## src/rtl/muldiv_if.sv

```systemverilog
`default_nettype none
// ============================================================================
// Module   : muldiv_if
// Brief    : Start/busy/done handshake bundle for the multiply/divide unit.
// Revision : 1.0
// ============================================================================
interface muldiv_if #(
    parameter int XLEN = 32
);
    logic            start;
    logic [2:0]      op;
    logic [XLEN-1:0] op1;
    logic [XLEN-1:0] op2;
    logic            flush;
    logic            ready;
    logic            busy;
    logic            done;
    logic [XLEN-1:0] result;

    modport master (
        output start, op, op1, op2, flush,
        input  ready, busy, done, result
    );

    modport slave (
        input  start, op, op1, op2, flush,
        output ready, busy, done, result
    );
endinterface
`default_nettype wire

```

## src/rtl/muldiv_unit.sv

```systemverilog
`default_nettype none
// ============================================================================
// Module   : muldiv_unit
// Brief    : Multi-cycle M-extension unit: one-cycle multiply, radix-2 restoring divide.
// Revision : 1.0
// ============================================================================
module muldiv_unit #(
    parameter int XLEN  = 32,
    parameter int CNT_W = $clog2(XLEN) + 1
) (
    input  logic     clk,
    input  logic     rst_n,
    muldiv_if.slave  bus
);

    typedef enum logic [1:0] {
        S_IDLE = 2'd0,
        S_MUL  = 2'd1,
        S_DIV  = 2'd2,
        S_DONE = 2'd3
    } state_t;

    localparam logic [XLEN-1:0] MOST_NEG = {1'b1, {(XLEN-1){1'b0}}};
    localparam logic [XLEN-1:0] ALL_ONES = {XLEN{1'b1}};

    state_t           state_q;
    logic [2:0]       op_q;
    logic [XLEN-1:0]  a_q;
    logic [XLEN-1:0]  b_q;
    logic [XLEN-1:0]  rem_q;
    logic [XLEN-1:0]  result_q;
    logic [CNT_W-1:0] cnt_q;
    logic             qneg_q;
    logic             rneg_q;
    logic             ready_q;
    logic             busy_q;
    logic             done_q;

    logic              accept;
    logic              op1_neg;
    logic              op2_neg;
    logic [XLEN-1:0]   op1_abs;
    logic [XLEN-1:0]   op2_abs;
    logic              a_sext;
    logic              b_sext;
    logic [2*XLEN-1:0] mul_a;
    logic [2*XLEN-1:0] mul_b;
    logic [2*XLEN-1:0] product;
    logic [XLEN-1:0]   mul_res;
    logic [XLEN:0]     div_shift;
    logic [XLEN:0]     div_diff;
    logic [XLEN-1:0]   quo_nxt;
    logic [XLEN-1:0]   rem_nxt;
    logic [XLEN-1:0]   quo_fix;
    logic [XLEN-1:0]   rem_fix;

    always_comb begin
        accept  = bus.start && ready_q && !bus.flush;
        op1_neg = !bus.op[0] && bus.op1[XLEN-1];
        op2_neg = !bus.op[0] && bus.op2[XLEN-1];
        op1_abs = op1_neg ? -bus.op1 : bus.op1;
        op2_abs = op2_neg ? -bus.op2 : bus.op2;

        // MULH sign-extends both operands, MULHSU only the first.
        a_sext  = (op_q == 3'd1) || (op_q == 3'd2);
        b_sext  = (op_q == 3'd1);
        mul_a   = {{XLEN{a_sext & a_q[XLEN-1]}}, a_q};
        mul_b   = {{XLEN{b_sext & b_q[XLEN-1]}}, b_q};
        product = mul_a * mul_b;
        mul_res = (op_q[1:0] == 2'b00) ? product[XLEN-1:0] : product[2*XLEN-1:XLEN];

        // a_q doubles as dividend shifter and quotient accumulator.
        div_shift = {rem_q, a_q[XLEN-1]};
        div_diff  = div_shift - {1'b0, b_q};
        rem_nxt   = div_diff[XLEN] ? div_shift[XLEN-1:0] : div_diff[XLEN-1:0];
        quo_nxt   = {a_q[XLEN-2:0], ~div_diff[XLEN]};
        quo_fix   = qneg_q ? -quo_nxt : quo_nxt;
        rem_fix   = rneg_q ? -rem_nxt : rem_nxt;
    end

    always_ff @(posedge clk or negedge rst_n) begin
        if (!rst_n) begin
            state_q  <= S_IDLE;
            op_q     <= '0;
            a_q      <= '0;
            b_q      <= '0;
            rem_q    <= '0;
            result_q <= '0;
            cnt_q    <= '0;
            qneg_q   <= 1'b0;
            rneg_q   <= 1'b0;
            ready_q  <= 1'b1;
            busy_q   <= 1'b0;
            done_q   <= 1'b0;
        end else if (bus.flush) begin
            state_q <= S_IDLE;
            ready_q <= 1'b1;
            busy_q  <= 1'b0;
            done_q  <= 1'b0;
        end else begin
            case (state_q)
                S_IDLE, S_DONE: begin
                    state_q <= S_IDLE;
                    ready_q <= 1'b1;
                    busy_q  <= 1'b0;
                    done_q  <= 1'b0;
                    if (accept) begin
                        op_q <= bus.op;
                        if (!bus.op[2]) begin
                            a_q     <= bus.op1;
                            b_q     <= bus.op2;
                            state_q <= S_MUL;
                            ready_q <= 1'b0;
                            busy_q  <= 1'b1;
                        end else if (bus.op2 == '0) begin
                            result_q <= bus.op[1] ? bus.op1 : ALL_ONES;
                            state_q  <= S_DONE;
                            done_q   <= 1'b1;
                        end else if (!bus.op[0] && bus.op1 == MOST_NEG && bus.op2 == ALL_ONES) begin
                            result_q <= bus.op[1] ? '0 : MOST_NEG;
                            state_q  <= S_DONE;
                            done_q   <= 1'b1;
                        end else begin
                            a_q     <= op1_abs;
                            b_q     <= op2_abs;
                            rem_q   <= '0;
                            cnt_q   <= CNT_W'(XLEN);
                            qneg_q  <= op1_neg ^ op2_neg;
                            rneg_q  <= op1_neg;
                            state_q <= S_DIV;
                            ready_q <= 1'b0;
                            busy_q  <= 1'b1;
                        end
                    end
                end
                S_MUL: begin
                    result_q <= mul_res;
                    state_q  <= S_DONE;
                    ready_q  <= 1'b1;
                    busy_q   <= 1'b0;
                    done_q   <= 1'b1;
                end
                S_DIV: begin
                    a_q   <= quo_nxt;
                    rem_q <= rem_nxt;
                    cnt_q <= cnt_q - CNT_W'(1);
                    if (cnt_q == CNT_W'(1)) begin
                        result_q <= op_q[1] ? rem_fix : quo_fix;
                        state_q  <= S_DONE;
                        ready_q  <= 1'b1;
                        busy_q   <= 1'b0;
                        done_q   <= 1'b1;
                    end
                end
                default: state_q <= S_IDLE;
            endcase
        end
    end

    assign bus.ready  = ready_q;
    assign bus.busy   = busy_q;
    assign bus.done   = done_q;
    assign bus.result = result_q;

endmodule
`default_nettype wire

```

## src/flat_wrapper.sv

```systemverilog
// flat-port wrapper written by rule: the top's interface ports become plain ports
module muldiv_unit_flat 
#(
    parameter int XLEN  = 32,
    parameter int CNT_W = $clog2(XLEN) + 1
)
  (clk, rst_n, bus_start, bus_op, bus_op1, bus_op2, bus_flush, bus_ready, bus_busy, bus_done, bus_result);
  muldiv_if #(.XLEN(XLEN)) bus_i ();
  input  logic clk;
  input  logic rst_n;
  input wire logic [$bits(bus_i.start)-1:0] bus_start;
  input wire logic [$bits(bus_i.op)-1:0] bus_op;
  input wire logic [$bits(bus_i.op1)-1:0] bus_op1;
  input wire logic [$bits(bus_i.op2)-1:0] bus_op2;
  input wire logic [$bits(bus_i.flush)-1:0] bus_flush;
  output wire logic [$bits(bus_i.ready)-1:0] bus_ready;
  output wire logic [$bits(bus_i.busy)-1:0] bus_busy;
  output wire logic [$bits(bus_i.done)-1:0] bus_done;
  output wire logic [$bits(bus_i.result)-1:0] bus_result;
  assign bus_i.start = bus_start;
  assign bus_i.op = bus_op;
  assign bus_i.op1 = bus_op1;
  assign bus_i.op2 = bus_op2;
  assign bus_i.flush = bus_flush;
  assign bus_ready = bus_i.ready;
  assign bus_busy = bus_i.busy;
  assign bus_done = bus_i.done;
  assign bus_result = bus_i.result;
  muldiv_unit #(.XLEN(XLEN), .CNT_W(CNT_W)) u_core (.clk(clk), .rst_n(rst_n), .bus(bus_i));
endmodule
```

## config.mk

```make
export PLATFORM = sky130hd
export DESIGN_NAME = muldiv_unit_flat
export DESIGN_NICKNAME = d
export VERILOG_FILES = /design/src/rtl/muldiv_if.sv /design/src/rtl/muldiv_unit.sv /design/src/flat_wrapper.sv
export SDC_FILE = /design/constraint.sdc
export NUM_CORES = 2
export LEC_CHECK = 0
export CAP_MARGIN = 20
export CORE_AREA = 2 2 377 379
export DETAILED_ROUTE_END_ITERATION = 10
export DIE_AREA = 0 0 379 381
export SYNTH_ARGS = -nofsm -noshare
export SYNTH_HDL_FRONTEND = slang
export SYNTH_SLANG_ARGS = --single-unit
```

## constraint.sdc

```tcl
create_clock -name clk -period 12.3 [get_ports clk]
set_clock_uncertainty 0.05 [all_clocks]
set_input_delay 3.69 -clock clk [delete_from_list [all_inputs] [get_ports clk]]
set_output_delay 3.69 -clock clk [all_outputs]
set_load 0.01 [all_outputs]
```

# [After elaboration in Yosys (flattened, before gate mapping)]
# Cells that the tools add are included.
[word_totals] register_bits=144 out_inout_bits=35 inputBits=71 wordCells=122
[op_classes] reduce_logical=20 bitwise_logic=7 muxes=57 add_sub_neg=6 multipliers=1 eq_ne=19
[op_table] operator="$mux 32" n=25
[op_table] operator="$neg 32->32" n=4
[op_table] operator="$pmux 32 s2" n=2
[op_table] operator="$pmux 32 s3" n=1
[op_table] operator="$eq 32x32->1 const B" n=2
[op_table] operator="$mul 33x33->64" n=1
[op_table] operator="$sub 33x32->33" n=1
[op_table] operator="$logic_not 32->1" n=1
[op_table] operator="$mux 6" n=4
[op_table] operator="$mux 1" n=15
[op_table] operator="$reduce_and 5->1" n=3
[op_table] operator="$pmux 6 s2" n=1
[op_table] operator="$reduce_and 6->1" n=2
[op_table] operator="$mux 2" n=5
[op_table] operator="$ne 2x2->1 const B" n=5
[op_table] operator="$pmux 1 s3" n=3
[op_table] operator="$eq 6x1->1 const B" n=1
[op_table] operator="$logic_and 1x1->1" n=6
[op_table] operator="$ne 3x3->1 const B" n=2
[op_table] operator="$pmux 2 s3" n=1
[op_table] operator="$sub 6x1->6 const B" n=1
[op_table] operator="$eq 2x2->1 const B" n=2
[op_table] operator="$logic_not 2->1" n=2
[op_table] operator="$ne 2x1->1 const B" n=2
[op_table] operator="13 further kinds" n=18

# [Depth between registers and ports, before layout]
[logic_depth] depth_word=9 mapped_depth=33 mapped_depth_nobuf=30

# [Worst setup path after synthesis]
# No wires, ideal clock.
[synth_timing] path_kind="register to register" startpoint="reg u_core.op_q[1]" endpoint="reg u_core.result_q[30], in the netlist u_core.bus.result[30]" slack_ns=3.093 t_arrival_ns=9.072 setup_time_ns=0.086 period_less_slack_ns=9.207 path_buffers=2 path_stages_with_launch=33 t_required_ns=12.164 cell_sequence="dfrtp_1 clkbuf_1 xnor2_1 nor3_1 nand2_1 inv_1 fa_1 inv_1 fa_1 inv_1 fa_1 inv_1 fa_1 inv_1 fa_1 fa_1 inv_1 fa_1 fa_1 inv_1 ha_1 clkbuf_1 nand3_1 or4_1 or3_1 a211oi_1 nor4b_1 a211oi_1 a21oi_1 nand2b_1 or4_1 and4_1 a32oi_1"
[synth_via] elab_chain_cells=6 word_cells_on_any_way=11 classes_between="mul: 1; eq/ne: 2; mux: 4; bitwise: 2; reduce/logical: 2"
[synth_lines] element="start: declaration" line_no="muldiv_unit.sv:27" text="logic [2:0] op_q;"
[synth_lines] element="start signal: assignment" line_no="muldiv_unit.sv:108" text="op_q <= bus.op;"
[synth_lines] element="$eq 3x1->1 or $eq 3x2->1 (tied branches)" line_no="muldiv_unit.sv:65, muldiv_unit.sv:66"
[synth_lines] element="$logic_or 1x1->1" line_no="muldiv_unit.sv:65" text="a_sext = (op_q == 3'd1) || (op_q == 3'd2);"
[synth_lines] element="$and 1x1->1" line_no="muldiv_unit.sv:67" text="mul_a = {{XLEN{a_sext & a_q[XLEN-1]}}, a_q};"
[synth_lines] element="$mul 33x33->64" line_no="muldiv_unit.sv:69" text="product = mul_a * mul_b;"
[synth_lines] element="$mux 32" line_no="muldiv_unit.sv:70" text="mul_res = (op_q[1:0] == 2'b00) ? product[XLEN-1:0] : product[2*XLEN-1:XLEN];"
[synth_lines] element="$pmux 32 s3 *" line_no="muldiv_unit.sv:101" text="case (state_q)"
[synth_lines] element="end signal: assignment" line_no="muldiv_unit.sv:116" text="result_q <= bus.op[1] ? bus.op1 : ALL_ONES;"
[synth_lines] element="end signal: assignment" line_no="muldiv_unit.sv:120" text="result_q <= bus.op[1] ? '0 : MOST_NEG;"
[synth_lines] element="end signal: assignment" line_no="muldiv_unit.sv:137" text="result_q <= mul_res;"
[synth_lines] element="end: declaration" line_no="muldiv_unit.sv:31" text="logic [XLEN-1:0] result_q;"
# Every way passes the cells marked *; elsewhere a longest branch is shown, timed or not. The select of a mux whose other input is x is not followed.
# A chain may end at the register's enable or synchronous reset.

# [Final worst setup path]
[layout_timing] startpoint="reg u_core.a_q[31]" endpoint="reg u_core.result_q[30], in the netlist u_core.bus.result[30]"
[layout_via] elab_chain_cells=7 word_cells_on_any_way=13 classes_between="add/sub: 3; mul: 1; mux: 7; bitwise: 2"
[layout_lines] element="start: declaration" line_no="muldiv_unit.sv:28" text="logic [XLEN-1:0] a_q;"
[layout_lines] element="start signal: assignment" line_no="muldiv_unit.sv:110" text="a_q <= bus.op1;"
[layout_lines] element="start signal: assignment" line_no="muldiv_unit.sv:124" text="a_q <= op1_abs;"
[layout_lines] element="start signal: assignment" line_no="muldiv_unit.sv:144" text="a_q <= quo_nxt;"
[layout_lines] element="$sub 33x32->33" line_no="muldiv_unit.sv:74" text="div_diff = div_shift - {1'b0, b_q};"
[layout_lines] element="$mux 32 or $not 1->1 (tied branches)" line_no="muldiv_unit.sv:75, muldiv_unit.sv:76"
[layout_lines] element="$neg 32->32 (on tied branches)" line_no="muldiv_unit.sv:78, muldiv_unit.sv:77"
[layout_lines] element="$mux 32 (on tied branches)" line_no="muldiv_unit.sv:78, muldiv_unit.sv:77"
[layout_lines] element="$mux 32" line_no="muldiv_unit.sv:148" text="result_q <= op_q[1] ? rem_fix : quo_fix;"
[layout_lines] element="$mux 32" line_no="muldiv_unit.sv:147" text="if (cnt_q == CNT_W'(1)) begin"
[layout_lines] element="$pmux 32 s3 *" line_no="muldiv_unit.sv:101"
[layout_lines] element="end signal: assignment" line_no="muldiv_unit.sv:116"
[layout_lines] element="end signal: assignment" line_no="muldiv_unit.sv:120"
[layout_lines] element="end signal: assignment" line_no="muldiv_unit.sv:148"
# Marked as above.

==> summary.txt <==
Synth
  – Cell with the most instances after synthesis: inv_1
  – Syn Inst Count: 5899
  – YS warnings: 0
  – Commonest cells post-synth: inv_1 (1236), fa_1 (1126), nand2_1 (1052), clkbuf_1 (285), and2_1 (276)
  – Mapped Nets: 7350
  – Top_reg_cell synth: dfrtp_1
  – Synth area leaders: fa_1 (45%), inv_1 (9.2%), nand2_1 (7.9%)
  – Largest area contributor in the netlist: fa_1
  – Top-area cell type share of the netlist area: between 40% and 50%
  – Post-synth EDFFs: 0
  – Post-synth cell types: about 90
  – Post-synthesis sequential area ratio: about 7%
  – Post-synth ARST share: 100%
  – Flops & latches, synth: approximately 140
  – Syn Area/Cell: ~8.5 µm²
  – Synth Cell Area: between 0.05 and 0.06 mm²

Worst setup path
  – CP max-delay cell: fa_1
  – Worst r2r src: u_core.a_q[31]
  – Startpoint types: flip-flop
  – Worst Path Max Fanout: 29
  – Top cell by count, worst path: fa_1
  – Critical Path Max Stage Delay: between 0.8 and 0.9 ns
  – FF-to-FF path depth: 28
  – Kind of critical path: flip-flop to flip-flop
  – Setup crit end kind: flip-flop
  – Flop-to-flop setup slack: between 1 and 1.5 ns
  – Req. time, crit path: ~13 ns
  – Worst r2r dst: u_core.bus.result[30]
  – CP arrival: around 11 ns

Min path
  – Hold EP: u_core.bus.result[1]
  – Hold depth: 2
  – Hold Path Class: flip-flop to flip-flop
  – Hold Startpoint: u_core.bus.result[1]

Routing
  – Drt drc: 0
  – Post-DR vias/cell: roughly 5.3
  – DRT antenna net count: 0
  – Drt first pass iters: 6
  – Iteration-0 DRC Markers: roughly 3.8k
  – Routed len/inst: 22.1 µm
  – DR vias: between 40k and 50k
  – Total length of routed wires: 170000 µm

STA
  – Hold Vio Cnt, Final: 0
  – Max Freq: 91.2 MHz
  – Fin crit share: between 80% and 90%
  – Tmin final: between 10 and 15 ns
  – Actual slew at the worst max-slew pin: between 1 and 1.5 ns
  – Post-Route Setup TNS: 0 ns
  – RSZ-0062 raised after global routing: no
  – Max-slew violation count: 0
  – Slew margin rel.: under 10%
  – Finish-stage setup viols: 0

Layout
  – Area growth, synth to finish: 6.97%
  – Fillers: approximately 14k
  – Share of cells above drive strength 1: ~3.3%
  – Nets@finish: around 7.2k
  – Fin cells: about 7.7k

CTS
  – Clk slew on worst S/H paths: about 0.070 ns
  – Post-CTS setup buffers: 0
  – H-tree depth: 4
  – Longest Clk Path Bufs: 2
  – Clock latency on the worst-skew pair: 0.46 ns
  – Clock sink total: 144
  – CTS tree: built
  – Hold_buf cts: 0
  – TritonCTS Buffers: 17
  – Clk root buf: clkbuf_16
  – # resized after CTS: 0

Placed design
  – Number of port buffers: approximately 110
  – Routability cong.: about 1
  – Placed cells: 7647
  – Dpl hpwl: ~130000 µm

GRT
  – Vias in the first global route: 42.8k
  – Global-route usage over all layers: around 24%
  – Grt total ovfl: 0
  – First-pass GRT wire length: between 200000 and 300000 µm
  – Initial antenna violation count: 14
  – Largest net degree at the start of global routing: 92

Floorplanning
  – Placement Rows: 138
  – Starting Density: between 30% and 40%
  – Die height: 381 µm
  – Placeable Area: 0.141 mm²
  – Die width: around 380 µm
  – Die Footprint: roughly 0.14 mm²
  – Ports: 106

Run
  – Max Cap Viol: 0

Outcome
  – Status: finished clean
[worst max path at each step]
stage / end / startpoint / cells past startpoint / slack (ns)
after CTS: u_core.bus.result[30] / u_core.a_q[31] / 28 / 1.46
after global routing: u_core.bus.result[30] / u_core.a_q[31] / 28 / 0.84
after floorplan: u_core.bus.result[30] / u_core.op_q[1] / 32 / 3.09
after detailed placement: u_core.bus.result[30] / u_core.a_q[31] / 28 / 1.52
final: u_core.bus.result[30] / u_core.a_q[31] / 28 / 1.34
after global placement: u_core.bus.result[30] / u_core.a_q[31] / 28 / 1.86
[kinds of logic (layout without fill, tap and decap cells)]
| logic type | after synthesis | after routing | synth area share (%) |
|---|---|---|---|
| flip-flops | 144 | 144 | 7.17 |
| adder cells (fa/ha/maj) | 1380 | 1380 | 51.2 |
| multiplexers | 25 | 25 | 0.518 |
| AO/OA/AOI/OAI | 749 | 749 | 9.54 |
| AND/OR/NAND/NOR | 1828 | 1828 | 16.4 |
| XOR/XNOR | 190 | 190 | 3.31 |
| buffers and inverters | 1583 | 1476 | 11.9 |
| other | 0 | 4 | 0 |
[cell type report]
type                    count  area, µm²  share of cell area, %
repair buffers            206       1850                   3.44
well taps                1890       2360                   4.40
clock inverters            12        113                  0.209
flip-flops and latches    144       3610                   6.71
multi-input cells        4172      40700                   75.7
inverters                1238       4650                   8.64
diodes                      4       10.0                 0.0186
clock buffers              20        447                  0.831
[state kept, by name (all words and copies together), names as in the netlist]
| signal | count |
|---|---|
| u_core.bus.busy | 1 |
| u_core.bus.done | 1 |
| u_core.a_q | 32 |
| u_core.rem_q | 32 |
| u_core.qneg_q | 1 |
| u_core.bus.ready | 1 |
| u_core.op_q | 3 |
| u_core.cnt_q | 6 |
| u_core.rneg_q | 1 |
| u_core.bus.result | 32 |
| u_core.state_q | 2 |
| u_core.b_q | 32 |
[metal layers]
metal	global-route usage [%]	wire length [µm]	share of wire, %	vias up
li1	-	-	-	17700
met4	10.5	8550	5.0	6
met3	4.41	14100	8.3	365
met1	31.6	68000	40	21400
met2	38.6	79500	47	1636
met5	0.371	35	0.021	-
[layout by cell type, fill, tap and decap left out, drive strengths merged, types with 9 or more instances in the layout]
| cell type | Yosys | final |
|---|---|---|
| or3 | 32 | 32 |
| o31ai | 50 | 50 |
| nand3 | 56 | 56 |
| and2 | 278 | 278 |
| or2 | 18 | 18 |
| fa | 1126 | 1126 |
| nor2b | 12 | 12 |
| nand2 | 1052 | 1052 |
| o41ai | 14 | 14 |
| o21a | 29 | 29 |
| o21bai | 10 | 10 |
| mux2i | 17 | 17 |
| nand4 | 28 | 28 |
| a21o | 39 | 39 |
| xor2 | 81 | 81 |
| and3 | 11 | 11 |
| nand2b | 17 | 17 |
| a21oi | 183 | 183 |
| a211oi | 33 | 33 |
| a221oi | 16 | 16 |
| a31oi | 27 | 27 |
| nor3 | 54 | 54 |
| nor2 | 205 | 205 |
| o221ai | 9 | 9 |
| o211ai | 23 | 23 |
| o21ai | 227 | 227 |
| or4 | 16 | 16 |
| xnor2 | 109 | 109 |
| ha | 254 | 254 |
| clkbuf | 285 | 20 |
| a211o | 14 | 14 |
| dfrtp | 143 | 143 |
| clkdlybuf4s50 | 0 | 104 |
| nor4 | 28 | 28 |
| inv | 1237 | 1238 |
| buf | 60 | 102 |
[worst max-delay path, delay by kind of cell, from the launching register on]
family	cells	cell delay [ns]
AO/OA/AOI/OAI	4	0.98
buffers and inverters	7	1.75
flip-flops	1	0.32
AND/OR/NAND/NOR	8	2.55
adder cells (fa/ha/maj)	9	5.20
[metrics by stage]
step	area, µm²	hold slack (ns)	worst slack (ns)	util [%]
finish	53800	0.435	1.34	38.3
global placement	53100	0.416	1.86	37.8
detailed placement	53100	0.420	1.52	37.8
global route	53800	0.447	0.839	38.2
floorplan	50300	0.417	3.09	-
CTS	53700	0.437	1.46	38.2
Power is not shown: default switching activity piles up to over one toggle a cycle in this logic, so the estimate is an artifact.
